### src/rtl/regfile_dump_reader.sv
`default_nettype none
// +-----------------------------------------------------------------------------+
// | regfile_dump_reader : streams x0..x(NUM_REGS-1) as sync + data + XOR csum   |
// | Rev 1.0                                                                     |
// +-----------------------------------------------------------------------------+
module regfile_dump_reader #(
  parameter int         NUM_REGS  = 32,
  parameter logic [7:0] SYNC_BYTE = 8'hA5,
  parameter bit         MSB_FIRST = 1'b1
) (
  input  logic        clk,
  input  logic        reset,
  input  logic        start,
  input  logic        abort,
  output logic        busy,
  output logic        done,
  output logic [4:0]  rf_addr,
  input  logic [31:0] rf_data,
  output logic        tx_valid,
  input  logic        tx_ready,
  output logic [7:0]  tx_data
);

  typedef enum logic [2:0] {
    ST_IDLE = 3'd0,
    ST_SYNC = 3'd1,
    ST_READ = 3'd2,
    ST_SEND = 3'd3,
    ST_CSUM = 3'd4
  } state_t;

  localparam logic [4:0] LAST_IDX = 5'(NUM_REGS - 1);

  state_t      state_q, state_d;
  logic [4:0]  idx_q, idx_d;
  logic [1:0]  k_q, k_d;
  logic [7:0]  csum_q, csum_d;
  logic [31:0] cap_q, cap_d;
  logic        tx_valid_q, tx_valid_d;
  logic [7:0]  tx_data_q, tx_data_d;
  logic        w_hs;
  logic [7:0]  w_csum_next;

  // Byte k of a word in wire order; lane 3 is bits [31:24].
  function automatic logic [7:0] pick_byte(input logic [31:0] word, input logic [1:0] k);
    logic [1:0] lane;
    lane = MSB_FIRST ? (2'd3 - k) : k;
    pick_byte = word[{lane, 3'b000} +: 8];
  endfunction

  assign w_hs        = tx_valid_q && tx_ready;
  assign w_csum_next = csum_q ^ tx_data_q;

  always_comb begin
    state_d    = state_q;
    idx_d      = idx_q;
    k_d        = k_q;
    csum_d     = csum_q;
    cap_d      = cap_q;
    tx_valid_d = tx_valid_q;
    tx_data_d  = tx_data_q;

    case (state_q)
      ST_IDLE: begin
        if (start && !abort) begin
          state_d    = ST_SYNC;
          idx_d      = 5'd0;
          k_d        = 2'd0;
          csum_d     = 8'd0;
          tx_valid_d = 1'b1;
          tx_data_d  = SYNC_BYTE;
        end
      end
      ST_SYNC: begin
        if (w_hs) begin
          state_d    = ST_READ;
          tx_valid_d = 1'b0;
          tx_data_d  = 8'd0;
        end
      end
      ST_READ: begin
        // The only cycle rf_data is sampled; later core writes cannot tear the word.
        cap_d      = rf_data;
        k_d        = 2'd0;
        state_d    = ST_SEND;
        tx_valid_d = 1'b1;
        tx_data_d  = pick_byte(rf_data, 2'd0);
      end
      ST_SEND: begin
        if (w_hs) begin
          csum_d = w_csum_next;
          if (k_q == 2'd3) begin
            if (idx_q == LAST_IDX) begin
              state_d   = ST_CSUM;
              tx_data_d = w_csum_next;
            end else begin
              idx_d      = idx_q + 5'd1;
              state_d    = ST_READ;
              tx_valid_d = 1'b0;
              tx_data_d  = 8'd0;
            end
          end else begin
            k_d       = k_q + 2'd1;
            tx_data_d = pick_byte(cap_q, k_q + 2'd1);
          end
        end
      end
      ST_CSUM: begin
        if (w_hs) begin
          state_d    = ST_IDLE;
          tx_valid_d = 1'b0;
          tx_data_d  = 8'd0;
        end
      end
      default: begin
        state_d    = ST_IDLE;
        tx_valid_d = 1'b0;
        tx_data_d  = 8'd0;
      end
    endcase

    // Abort withdraws any pending byte; the sink drops the partial frame.
    if (abort && (state_q != ST_IDLE)) begin
      state_d    = ST_IDLE;
      tx_valid_d = 1'b0;
      tx_data_d  = 8'd0;
    end
  end

  always_ff @(posedge clk or negedge reset) begin
    if (!reset) begin
      state_q    <= ST_IDLE;
      idx_q      <= 5'd0;
      k_q        <= 2'd0;
      csum_q     <= 8'd0;
      cap_q      <= 32'd0;
      tx_valid_q <= 1'b0;
      tx_data_q  <= 8'd0;
    end else begin
      state_q    <= state_d;
      idx_q      <= idx_d;
      k_q        <= k_d;
      csum_q     <= csum_d;
      cap_q      <= cap_d;
      tx_valid_q <= tx_valid_d;
      tx_data_q  <= tx_data_d;
    end
  end

  // done marks the cycle in which the checksum byte is accepted.
  assign done     = (state_q == ST_CSUM) && tx_ready && !abort;
  assign busy     = (state_q != ST_IDLE);
  assign rf_addr  = idx_q;
  assign tx_valid = tx_valid_q;
  assign tx_data  = tx_data_q;

endmodule
`default_nettype wire

### config.mk
export PLATFORM = sky130hd
export DESIGN_NAME = regfile_dump_reader
export DESIGN_NICKNAME = d
export VERILOG_FILES = /design/src/rtl/regfile_dump_reader.sv
export SDC_FILE = /design/constraint.sdc
export NUM_CORES = 1
export LEC_CHECK = 0
export CORE_MARGIN = 10
export CORE_UTILIZATION = 25
export DETAILED_ROUTE_END_ITERATION = 8
export PLACE_DENSITY_LB_ADDON = 0.05
export SLEW_MARGIN = 15
export SYNTH_ARGS = -nofsm -noshare
export SYNTH_HDL_FRONTEND = slang
export SYNTH_SLANG_ARGS = --single-unit
### constraint.sdc
create_clock -name clk -period 1.8 [get_ports clk]
set_clock_uncertainty 0.1 [all_clocks]
set_input_delay 0.36 -clock clk [delete_from_list [all_inputs] [get_ports clk]]
set_output_delay 0.36 -clock clk [all_outputs]
set_load 0.02 [all_outputs]
## After elaboration in Yosys (flattened, before gate mapping)

Index checks and enable logic that the tools add are counted.

- Add/subtract/negate cells: 3
- Equal/unequal tests: 18
- Shifts and indexed selects: 1
- Multiplexer cells: 34
- Bitwise gates (word level): 1
- Reductions and logical operators: 17

Operator list:

| kind | number |
|---|---|
| $mux 8 | 8 |
| $pmux 8 s4 | 1 |
| $shiftx 32x6->8 | 1 |
| $mux 3 | 7 |
| $mux 5 | 4 |
| $ne 3x3->1 const B | 6 |
| $pmux 8 s2 | 1 |
| $pmux 3 s5 | 1 |
| $reduce_and 5->1 | 3 |
| $ne 2x2->1 const B | 5 |
| $pmux 5 s2 | 1 |
| $xor 8x8->8 | 1 |
| $eq 3x2->1 const B | 2 |
| $mux 1 | 6 |
| $mux 2 | 3 |
| $pmux 2 s3 | 1 |
| $reduce_and 3->1 | 2 |
| $reduce_bool 3->1 | 2 |
| $add 5x1->5 const B | 1 |
| $eq 5x5->1 const B | 1 |
| $logic_and 1x1->1 | 5 |
| $pmux 1 s4 | 1 |
| $reduce_and 4->1 | 1 |
| $eq 3x1->1 const B | 1 |
| 9 further kinds | 9 |

- Flip-flop bits (word level): 59
- Input port bits: 37
- Output and inout port bits: 16
- Word-level logic and storage cells: 81

## Longest topological paths before layout

Gate-level depths: netlist (run 1).

- Depth in word-level cells: 7
- Mapped depth: 7
- Depth with buffers taken out: 7

## Worst setup path after synthesis (run 1)

OpenSTA, ideal clock, no wires.

- Path kind: register to register
- Start point: reg idx_q[0] (netlist: rf_addr[0])
- End point: reg idx_q[0] (netlist: rf_addr[0])
- Library setup time: 0.125 ns
- Arrival: 1.814 ns
- Required time: 1.575 ns
- Slack: -0.238 ns
- Stages on the path, launching flop included: 7
- Path buffers: 0
- Clock period less this slack: 2.038 ns
- Path through: dfrtp_1 ha_1 and3_1 ha_1 o21a_2 nor3_4 mux2_2

- Word-level cells in the longest chain between the ends: 5
- Elaborated cells on any way between the ends: 8
- Those cells by class: 1 x add/sub; 2 x eq/ne; 4 x mux; 1 x reduce/logical

Ends and longest elaborated chain:

| item | line | source |
|---|---|---|
| start: declaration | 35 | `logic [4:0] idx_q, idx_d;` |
| start signal: assignment | 141 | `idx_q <= idx_d;` |
| $add 5x1->5 | 97 | `idx_d = idx_q + 5'd1;` |
| $mux 5 | 93 | `if (idx_q == LAST_IDX) begin` |
| $mux 5 | 92 | `if (k_q == 2'd3) begin` |
| $mux 5 | 90 | `if (w_hs) begin` |
| $pmux 5 s2 | 63 | `case (state_q)` |

Several ways; a longest one is shown, not always the timed one. The select of a mux whose other input is x is not followed.
A chain may end at the register's enable or synchronous reset.

## Worst setup path in the final report (run 1)

- Start point: reg idx_q[0] (netlist: rf_addr[0])
- End point: reg idx_q[1] (netlist: rf_addr[1])

The elaborated chain is that of the path after synthesis.

==> run_results.csv, run 1 <==
group,metric,value,unit
synth,yosysMostFrequentCell,"nand2_1",
sta,rsz0062_at_grt,"yes",
critical_path,worstSetupStartpoint,"rf_addr[0]",
synth,synthAdderAreaFrac,1.21,%
grt,grt_pass1_vias,2815,
synth,seq_area_frac_synth,47.4,%
place,pre_cts_ws,-0.306,ns
critical_path,timing.rr.end,"rf_addr[1]",
critical_path,endpoint_kind,"flip-flop",
flow_run,maxCapViolCount,0,
grt,grt_usage,10.8,%
critical_path,worstPathMaxFanout,3,
synth,syn_area_per_cell,9.60,µm²
cells_and_area,post_route_cells_drive_above_1_share,27.3,%
cts,cts_tree,"yes",
critical_path,crit_end,"rf_addr[1]",
sta,period_minus_slack,1.88,ns
place,hpwl,6.57,mm
grt,grt_pass1_wl,15.2,mm
synth,synth_top_area_share,47.4,%
sta,setup_slack,-0.0818,ns
grt,grt_overflow,0,
critical_path,worstSetupPathType,"flip-flop to flip-flop",
synth,synthArstFlopShare,100,%
power_and_ir_drop,ir_worst_vdd,0.000379,V
outcome,status,"finished with violations",
critical_path,regToRegSetupSlack,-0.08,ns
synth,synth_top_family_by_area,"simple AND/OR/NAND/NOR gates",
synth,syn-num-nets,364,
synth,synthSimpleGateAreaFrac,23.1,%
cts,cts_root_buf,"clkbuf_16",
cells_and_area,final_area,4600,µm²
cts,path_clk_slew,0.06,ns
sta,hold_violations,0,
synth,synth_common_cells,"nand2_1 (115), dfrtp_1 (59), o21ai_0 (23)",
place,gp_congestion,0.773,
grt,grt_max_degree,60,
sta,drv_slew,0,
outcome,violations,"negative setup slack",
die,die-area,17300,µm²
routing,vias,2579,
die,io_pins,53,
synth,yosysTopAreaCell,"dfrtp_1",
sta,setup_viol,5,
sta,whs,0.370,ns
synth,synth_warnings,0,
die,die_y,132,µm
die,std_cell_rows,40,
synth,synth_area_leaders,"dfrtp_1 (47%), nand2_1 (14%), mux4_2 (5.8%), o21ai_0 (3.7%), a22o_1 (2.3%)",
routing,wirelength,9.06,mm
synth,netlist_instances,324,
die,start_util,25.7,%
die,core-area,12100,µm²
cts,htreeDepth,3,
synth,syn-cell-area,3110,µm²
place,io_buffers,52,
cells_and_area,area_delta_synth_final,47.9,%
power_and_ir_drop,p_per_area,1380,nW/µm²
critical_path,reg2reg_depth,6,
routing,viasPerCell,4.38,
cts,cts.path.max_buffers,2,
cells_and_area,num-fill-cells,1248,
critical_path,start_kind,"flip-flop",
routing,drc,0,
sta,slew_headroom,76.9,%
cts,cts_buffers,9,
sta,fin_crit_sh,105,%
die,die_w,132,µm
routing,dr.pass1.iters,4,
sta,worst_pin_slew,0.346,ns
worst_hold_path,min_path_type,"flip-flop to flip-flop",
cells_and_area,diodes,0,
cells_and_area,multiInputGateArea,1720,µm²
synth,synthMuxAreaShare,7.52,%
routing,drt.antenna.violating_nets,0,
place,postPlaceCellArea,4120,µm²
sta,fmax,531,MHz
critical_path,crit_required,1.91,ns
synth,synthFlopType,"dfrtp_1",
grt,antenna_found_initial,0,
cts,clock_sinks,59,
synth,synth_compound_area_share,14.3,%
cells_and_area,seq_area,1480,µm²
synth,ys_seq_elements,59,
critical_path,worst_ep_arrival_time,1.99,ns
critical_path,rr_startpoint,"rf_addr[0]",
synth,synth_xor_area_share,2.25,%
synth,synthDistinctLibCells,49,
synth,synth_edf_count,0,
cts,clkLatencyLatePin,0.33,ns
routing,wire_per_inst,15.4,µm
cells_and_area,fin_util,38.0,%
cells_and_area,num-nets-final,456,
routing,dr.first_iter.drc_count,118,
power_and_ir_drop,leakage,2.08,nW
through the flow:
stage | std cells | power [mW] | TNS [ns]
2_1_floorplan | 324 | 3.52 | -0.520
3_3_place_gp | 569 | 4.51 | -5.98
3_5_place_dp | 569 | 4.50 | -6.19
4_1_cts | 587 | 6.25 | -0.502
5_1_grt | 589 | 6.81 | -0.820
6_report | 589 | 6.34 | -0.327
power breakdown:
group / total (mW) / leakage (nW) / switching (mW) / internal [mW]
Sequential: 2.07 / 0.727 / 0.287 / 1.78
Clock: 1.62 / 0.132 / 0.646 / 0.973
Combinational: 2.65 / 1.22 / 1.39 / 1.26
Total: 6.34 / 2.08 / 2.32 / 4.01
kinds of logic (layout without fill, tap and decap cells):
group / after synthesis / in the layout
compound gates: 64 / 64
xor+xnor: 8 / 8
fa+ha+maj: 3 / 3
buf+inv: 26 / 123
flops: 59 / 59
mux: 13 / 13
simple gates: 151 / 151
final cells by class:
cell class / instances / share of cell area (%)
Inverter: 13 / 1.06
Clock inverter: 5 / 0.815
Clock buffer: 11 / 5.27
Timing Repair Buffer: 94 / 18.8
Sequential cell: 59 / 32.2
Multi-Input combinational cell: 239 / 37.3
Tap cell: 168 / 4.57
worst max-delay path, stage by stage (launching register included):
cell     delay (ns)
dfrtp_2        0.42
ha_4           0.16
and3_4         0.18
ha_4           0.17
o21a_4         0.20
nor3_4         0.21
mux2_4         0.32
layer usage:
metal  up-vias  share of wire [%]  global-route usage [%]  wire length, µm
met5         -                  0                       0                0
met2        51                 43                    15.9             3880
met1      1210                 52                    14.8             4690
li1       1305                  -                       -                -
met4         0                2.0                    4.51              177
met3        13                3.5                    2.67              314
worst min path at each step:
stage | start | slack [ns] | cells after the start | end
finish | cap_q[14] | 0.37 | 2 | cap_q[14]
global route | cap_q[19] | 0.39 | 2 | cap_q[19]
CTS | cap_q[20] | 0.38 | 2 | cap_q[20]
detailed placement | reset | 0.30 | 2 | rf_addr[2]
global placement | reset | 0.30 | 2 | rf_addr[2]
floorplan | reset | -0.04 | 0 | cap_q[0]
state kept, by name, indices dropped and copies added, names as in the netlist:
| signal | count |
|---|---|
| tx_valid | 1 |
| tx_data | 8 |
| cap_q | 32 |
| state_q | 3 |
| csum_q | 8 |
| rf_addr | 5 |
| k_q | 2 |
timing repair:
action	4_1_cts	5_1_grt
buffers inserted	1	2
pin swaps	10	7
hold endpoints to repair	59	0
hold buffers	1	0
resized for setup	42	27
endpoints found under the setup margin	39	52
layout by cell type, fill, tap and decap left out, types with 2 or more instances in the layout:
| master | count |
|---|---|
| nand2b_1 | 3 |
| dlygate4sd2_1 | 14 |
| inv_1 | 8 |
| buf_12 | 2 |
| o221ai_2 | 2 |
| dfrtp_1 | 53 |
| nor4_4 | 2 |
| dfrtp_2 | 6 |
| mux2i_1 | 2 |
| buf_6 | 5 |
| a21oi_1 | 9 |
| clkdlybuf4s50_1 | 34 |
| and2_1 | 3 |
| nor3_4 | 2 |
| clkbuf_16 | 9 |
| o221ai_1 | 6 |
| a211oi_2 | 2 |
| buf_4 | 35 |
| and2_2 | 2 |
| mux2_4 | 3 |
| nand2_1 | 114 |
| inv_2 | 5 |
| nor2_1 | 2 |
| nor3b_4 | 2 |
| ha_4 | 3 |
| o21ai_1 | 6 |
| clkinvlp_4 | 2 |
| nand3_1 | 4 |
| o21ai_0 | 19 |
| mux4_2 | 8 |
| xnor2_1 | 8 |
| a22o_1 | 8 |
| a2111oi_4 | 2 |
No activity file was read; power rests on OpenSTA's default activity.
==> inputs of run 2 (changes only) <==
--- a/config.mk
+++ b/config.mk
@@ -8,7 +8,7 @@
 export CORE_MARGIN = 10
 export CORE_UTILIZATION = 25
 export DETAILED_ROUTE_END_ITERATION = 8
-export PLACE_DENSITY_LB_ADDON = 0.05
+export PLACE_DENSITY = 0.48
 export SLEW_MARGIN = 15
 export SYNTH_ARGS = -nofsm -noshare
 export SYNTH_HDL_FRONTEND = slang
==> run_results.csv, run 2 (same netlist as run 1, synthesis figures left out) <==
group,metric,value,unit
sta,fin_setup_tns,-0.512,ns
grt,grt_overflow,0,
critical_path,worstPathMaxFanout,3,
power_and_ir_drop,p_seq_share,32.6,%
die,die_y,132,µm
cells_and_area,fin_util,37.7,%
grt,grt_max_degree,60,
critical_path,worstSetupPathType,"flip-flop to flip-flop",
power_and_ir_drop,p_int,4.07,mW
grt,grt_pass1_wl,13.8,mm
grt,grt_usage,9.58,%
cells_and_area,num-nets-final,459,
sta,period_minus_slack,1.91,ns
place,hpwl,6.24,mm
critical_path,worstSetupStartpoint,"rf_addr[1]",
cells_and_area,layout_commonest_cell,"nand2_1",
power_and_ir_drop,power,6.28,mW
sta,hold_violations,0,
power_and_ir_drop,leakage,2.08,nW
power_and_ir_drop,switchingPower,2.21,mW
sta,slew_headroom,74.0,%
sta,fin_crit_sh,106,%
routing,wire_per_inst,14.1,µm
sta,setup_slack,-0.110,ns
cts,clock_sinks,59,
cells_and_area,largest_register,"cap_q",
routing,drc,0,
cts,clkLatencyLatePin,0.32,ns
routing,dr.pass1.iters,4,
sta,worst_pin_slew,0.389,ns
die,core-area,12100,µm²
critical_path,worst_ep_arrival_time,2.01,ns
sta,setup_viol,6,
power_and_ir_drop,p_per_area,1370,nW/µm²
place,io_buffers,52,
cts,path_clk_slew,0.05,ns
flow_run,maxCapViolCount,0,
power_and_ir_drop,pwr-share-clk,27.3,%
worst_hold_path,hold_path_depth,2,
die,start_util,25.7,%
sta,fmax,523,MHz
critical_path,endpoint_kind,"flip-flop",
die,std_cell_rows,40,
cells_and_area,post_route_cells_drive_above_1_share,25.7,%
sta,rsz0062_at_grt,"yes",
outcome,status,"finished with violations",
grt,grt_pass1_vias,2740,
critical_path,reg2reg_depth,6,
routing,drt.antenna.violating_nets,0,
cts,cts_tree,"yes",
cts,cts.path.max_buffers,2,
cells_and_area,final_cell_mix,"nand2_1 (114), dfrtp_1 (56), buf_4 (39)",
routing,dr.first_iter.drc_count,111,
die,io_pins,53,
routing,vias,2558,
die,die-area,17300,µm²
cells_and_area,largest_register_ffs,32,
sta,drv_slew,0,
routing,wirelength,8.32,mm
critical_path,rr_startpoint,"rf_addr[1]",
grt,antenna_found_initial,0,
critical_path,crit_required,1.90,ns
outcome,violations,"negative setup slack",
critical_path,start_kind,"flip-flop",
cts,cts_buffers,9,
power_and_ir_drop,power_frac_comb,40.2,%
cts,htreeDepth,3,
power_and_ir_drop,ir_worst_vdd,0.000460,V
die,die_w,132,µm
cts,cts_root_buf,"clkbuf_16",
cells_and_area,area_delta_synth_final,46.8,%
cells_and_area,diodes,0,
worst_hold_path,min_path_type,"flip-flop to flip-flop",
power_and_ir_drop,switching_share,35.1,%
place,gp_congestion,0.836,
worst_hold_path,hold_start,"cap_q[0]",
routing,viasPerCell,4.32,
==> run 2: cell count changes in the layout (fill, tap and decap cells not counted), moves of 3 or more <==
cell | before | now
inv_1 | 8 | 11
o21ai_0 | 19 | 23
o21ai_1 | 6 | 2
buf_6 | 5 | 2
inv_2 | 5 | 2
dfrtp_1 | 53 | 56
buf_4 | 35 | 39
dfrtp_2 | 6 | 3
==> run 2: area by class of cell <==
type	count	area, µm²
fillers	1270	7540
clock inverters	7	77.6
flip-flops and latches	59	1480
well taps	168	210
repair buffers	96	865
multi-input cells	240	1660
clock buffers	9	225
inverters	13	48.8
==> run 2: metrics by stage <==
stage | hold slack, ns | setup WS [ns] | cells | cell area, µm²
floorplan | -0.0356 | -0.174 | 324 | 3160
global placement | 0.292 | -0.268 | 570 | 4130
detailed placement | 0.295 | -0.343 | 570 | 4130
CTS | 0.374 | -0.109 | 589 | 4500
global route | 0.390 | -0.163 | 592 | 4570
finish | 0.366 | -0.110 | 592 | 4570
==> run 2: worst max-delay path, cell delays in order (launching register included) <==
cell     delay [ns]
dfrtp_2        0.42
ha_4           0.17
and3_4         0.18
ha_4           0.17
o21a_4         0.21
nor3_4         0.22
mux2_4         0.33
==> run 2: metal layers <==
layer	routed length, µm	part of all wire, %	vias to the layer above	track usage, %
met5	0	0	-	0
met4	112	1.3	0	3.52
met3	261	3.1	9	1.98
met2	3990	48	42	15.3
met1	3960	48	1192	12.5
li1	-	-	1315	-
==> run 2: power groups by stage <==
stage / combinational [mW] / clock (mW) / sequential, mW
after floorplan: 1.47 / 0 / 2.04
after global placement: 2.38 / 0 / 2.06
after detailed placement: 2.40 / 0 / 2.06
after CTS: 2.45 / 1.74 / 2.05
after global routing: 2.80 / 1.82 / 2.11
final: 2.52 / 1.71 / 2.05
==> run 2: final timing paths <==
kind                                    to  slack, ns
max in group asynchronous       rf_addr[0]       0.84
worst min-delay path              cap_q[0]       0.37
worst max-delay path            rf_addr[0]      -0.11
worst min register to register    cap_q[0]       0.37
min in group asynchronous         tx_valid       0.47
worst max register to register  rf_addr[0]      -0.11
==> run 2: timing repair <==
item,CTS,global route
cloned,0,1
hold endpoints to repair,59,0
setup endpoints to repair,32,57
hold buffers,1,0
gates resized for setup,32,12
setup buffers,2,2
pin swaps,3,9
==> inputs of run 3 (changes only) <==
--- a/config.mk
+++ b/config.mk
@@ -6,9 +6,9 @@
 export NUM_CORES = 1
 export LEC_CHECK = 0
 export CORE_MARGIN = 10
-export CORE_UTILIZATION = 25
+export CORE_UTILIZATION = 48
 export DETAILED_ROUTE_END_ITERATION = 8
-export PLACE_DENSITY = 0.48
+export PLACE_DENSITY = 0.79
 export SLEW_MARGIN = 15
 export SYNTH_ARGS = -nofsm -noshare
 export SYNTH_HDL_FRONTEND = slang
==> run_results.csv, run 3 (same netlist as run 1, synthesis figures left out) <==
group,metric,value,unit
grt,grt_pass1_vias,2898,
sta,fin_crit_sh,107,%
cells_and_area,layout_commonest_cell,"nand2_1",
cts,htreeDepth,3,
routing,wirelength,8.29,mm
sta,hold_violations,0,
critical_path,crit_required,1.93,ns
flow_run,maxCapViolCount,0,
cells_and_area,diodes,0,
grt,antenna_found_initial,0,
cts,cts_tree,"yes",
sta,setup_slack,-0.118,ns
cells_and_area,fin_cells,496,
cts,cts_buffers,9,
critical_path,worstSetupPathType,"flip-flop to flip-flop",
critical_path,worst_ep_arrival_time,2.04,ns
sta,drv_slew,0,
sta,rsz0062_at_grt,"yes",
critical_path,start_kind,"flip-flop",
power_and_ir_drop,leakage,2.01,nW
critical_path,path_common_cell,"ha_4",
place,io_buffers,52,
cells_and_area,largest_register_ffs,32,
cells_and_area,multiInputGateArea,1680,µm²
place,hpwl,5.86,mm
outcome,status,"finished with violations",
routing,drc,0,
place,dp.cells,474,
die,die-area,10100,µm²
critical_path,critical_path.cell_chain,"ha_4 > and3_4 > ha_4 > o21a_4 > nor3_4 > mux2_4",
cells_and_area,post_route_cells_drive_above_1_share,25.3,%
routing,vias,2718,
die,die_w,101,µm
place,gp_congestion,0.865,
critical_path,worstPathMaxFanout,3,
cts,clkLatencyLatePin,0.34,ns
routing,dr.pass1.iters,4,
routing,drt.antenna.violating_nets,0,
critical_path,max_stage_delay,0.43,ns
cells_and_area,num-nets-final,454,
grt,grt_pass1_wl,13.5,mm
cells_and_area,num-fill-cells,502,
cts,path_clk_slew,0.07,ns
power_and_ir_drop,power_frac_comb,43.1,%
routing,viasPerCell,5.48,
grt,grt_max_degree,60,
sta,slew_headroom,78.2,%
power_and_ir_drop,pwr-share-clk,22.0,%
power_and_ir_drop,ir_worst_vdd,0.000753,V
outcome,violations,"negative setup slack",
cells_and_area,largest_register,"cap_q",
power_and_ir_drop,switchingPower,2.20,mW
power_and_ir_drop,p_int,3.69,mW
cells_and_area,final_cell_mix,"nand2_1 (114), dfrtp_1 (57), buf_4 (36)",
routing,dr.first_iter.drc_count,182,
power_and_ir_drop,p_seq_share,34.9,%
critical_path,slowest_stage,"dfrtp_2",
cts,clock_sinks,59,
die,core-area,6310,µm²
die,io_pins,53,
cells_and_area,seq_area,1480,µm²
routing,wire_per_inst,16.7,µm
die,start_util,49.3,%
cells_and_area,area_delta_synth_final,39.5,%
cts,cts.path.max_buffers,2,
grt,grt_overflow,0,
sta,worst_pin_slew,0.324,ns
die,std_cell_rows,29,
worst_hold_path,min_path_type,"flip-flop to flip-flop",
sta,setup_viol,8,
sta,fmax,521,MHz
place,pre_cts_ws,-0.324,ns
critical_path,endpoint_kind,"flip-flop",
cts,cts_root_buf,"clkbuf_8",
sta,period_minus_slack,1.92,ns
grt,grt_usage,16.4,%
power_and_ir_drop,p_per_area,1360,nW/µm²
die,die_y,101,µm
sta,fin_setup_tns,-0.616,ns
power_and_ir_drop,switching_share,37.3,%
[run 3: cell count changes in the layout (fill, tap and decap cells not counted), sizes merged]
cell | before | now
buf | 46 | 42
clkbuf | 9 | 13
clkdlybuf4s50 | 36 | 35
nor2 | 5 | 4
dlygate4sd2 | 13 | 14
inv | 14 | 13
clkinvlp | 1 | 2
clkinv | 4 | 0
[run 3: critical path: cells and delay by family, from the launching register on]
family | cells | cell delay [ns]
AND/OR/NAND/NOR | 2 | 0.40
adder cells (fa/ha/maj) | 2 | 0.34
flip-flops | 1 | 0.43
multiplexers | 1 | 0.33
AO/OA/AOI/OAI | 1 | 0.21
[run 3: per-layer routing]
metal	vias to the layer above	GRT usage (%)	wire [µm]
met5	-	0	0
met4	0	5.33	146
met3	14	5.97	492
met2	69	25.7	4040
met1	1337	20.5	3610
li1	1298	-	-
[run 3: final timing paths]
check / start / to / slack (ns) / cells after the start
max: rf_addr[1] / rf_addr[0] / -0.12 / 6
max reg2reg: rf_addr[1] / rf_addr[0] / -0.12 / 6
max in group asynchronous: reset / cap_q[0] / 0.89 / 3
min in group asynchronous: reset / rf_addr[2] / 0.44 / 3
min reg2reg: cap_q[0] / cap_q[0] / 0.38 / 2
min: cap_q[0] / cap_q[0] / 0.38 / 2
[run 3: power by group through the flow]
stage          sequential [mW]  clock (mW)  combinational, mW
2_1_floorplan             2.04           0               1.47
3_3_place_gp              2.04           0               2.24
3_5_place_dp              2.07           0               2.33
4_1_cts                   2.05        1.30               2.36
5_1_grt                   2.11        1.37               2.78
6_report                  2.06        1.29               2.54
[run 3: what timing repair did]
item                                   4_1_cts  5_1_grt
resized for setup                           28       21
setup endpoints to repair                   24       59
hold buffers                                 1        0
endpoints found under the hold margin       59        0
buffers inserted                             2        3
gates cloned                                 0        0
pin swaps                                    7       10
[run 3: cell type report]
class	count	share of cell area, %
clock buffer	13	3.89
clock inverter	3	1.04
inverter	13	1.12
multi-input combinational	239	38.8
sequential	59	34.1
tap	77	2.22
timing repair buffer	92	18.9
[run 3: through the flow]
step | utilization [%] | cell area, µm² | power, mW | hold WS [ns]
finish | 68.8 | 4340 | 5.89 | 0.377
floorplan | - | 3160 | 3.52 | -0.0356
detailed placement | 62.8 | 3960 | 4.40 | 0.287
global route | 68.8 | 4340 | 6.25 | 0.405
global placement | 62.8 | 3960 | 4.29 | 0.283
CTS | 66.8 | 4220 | 5.71 | 0.379
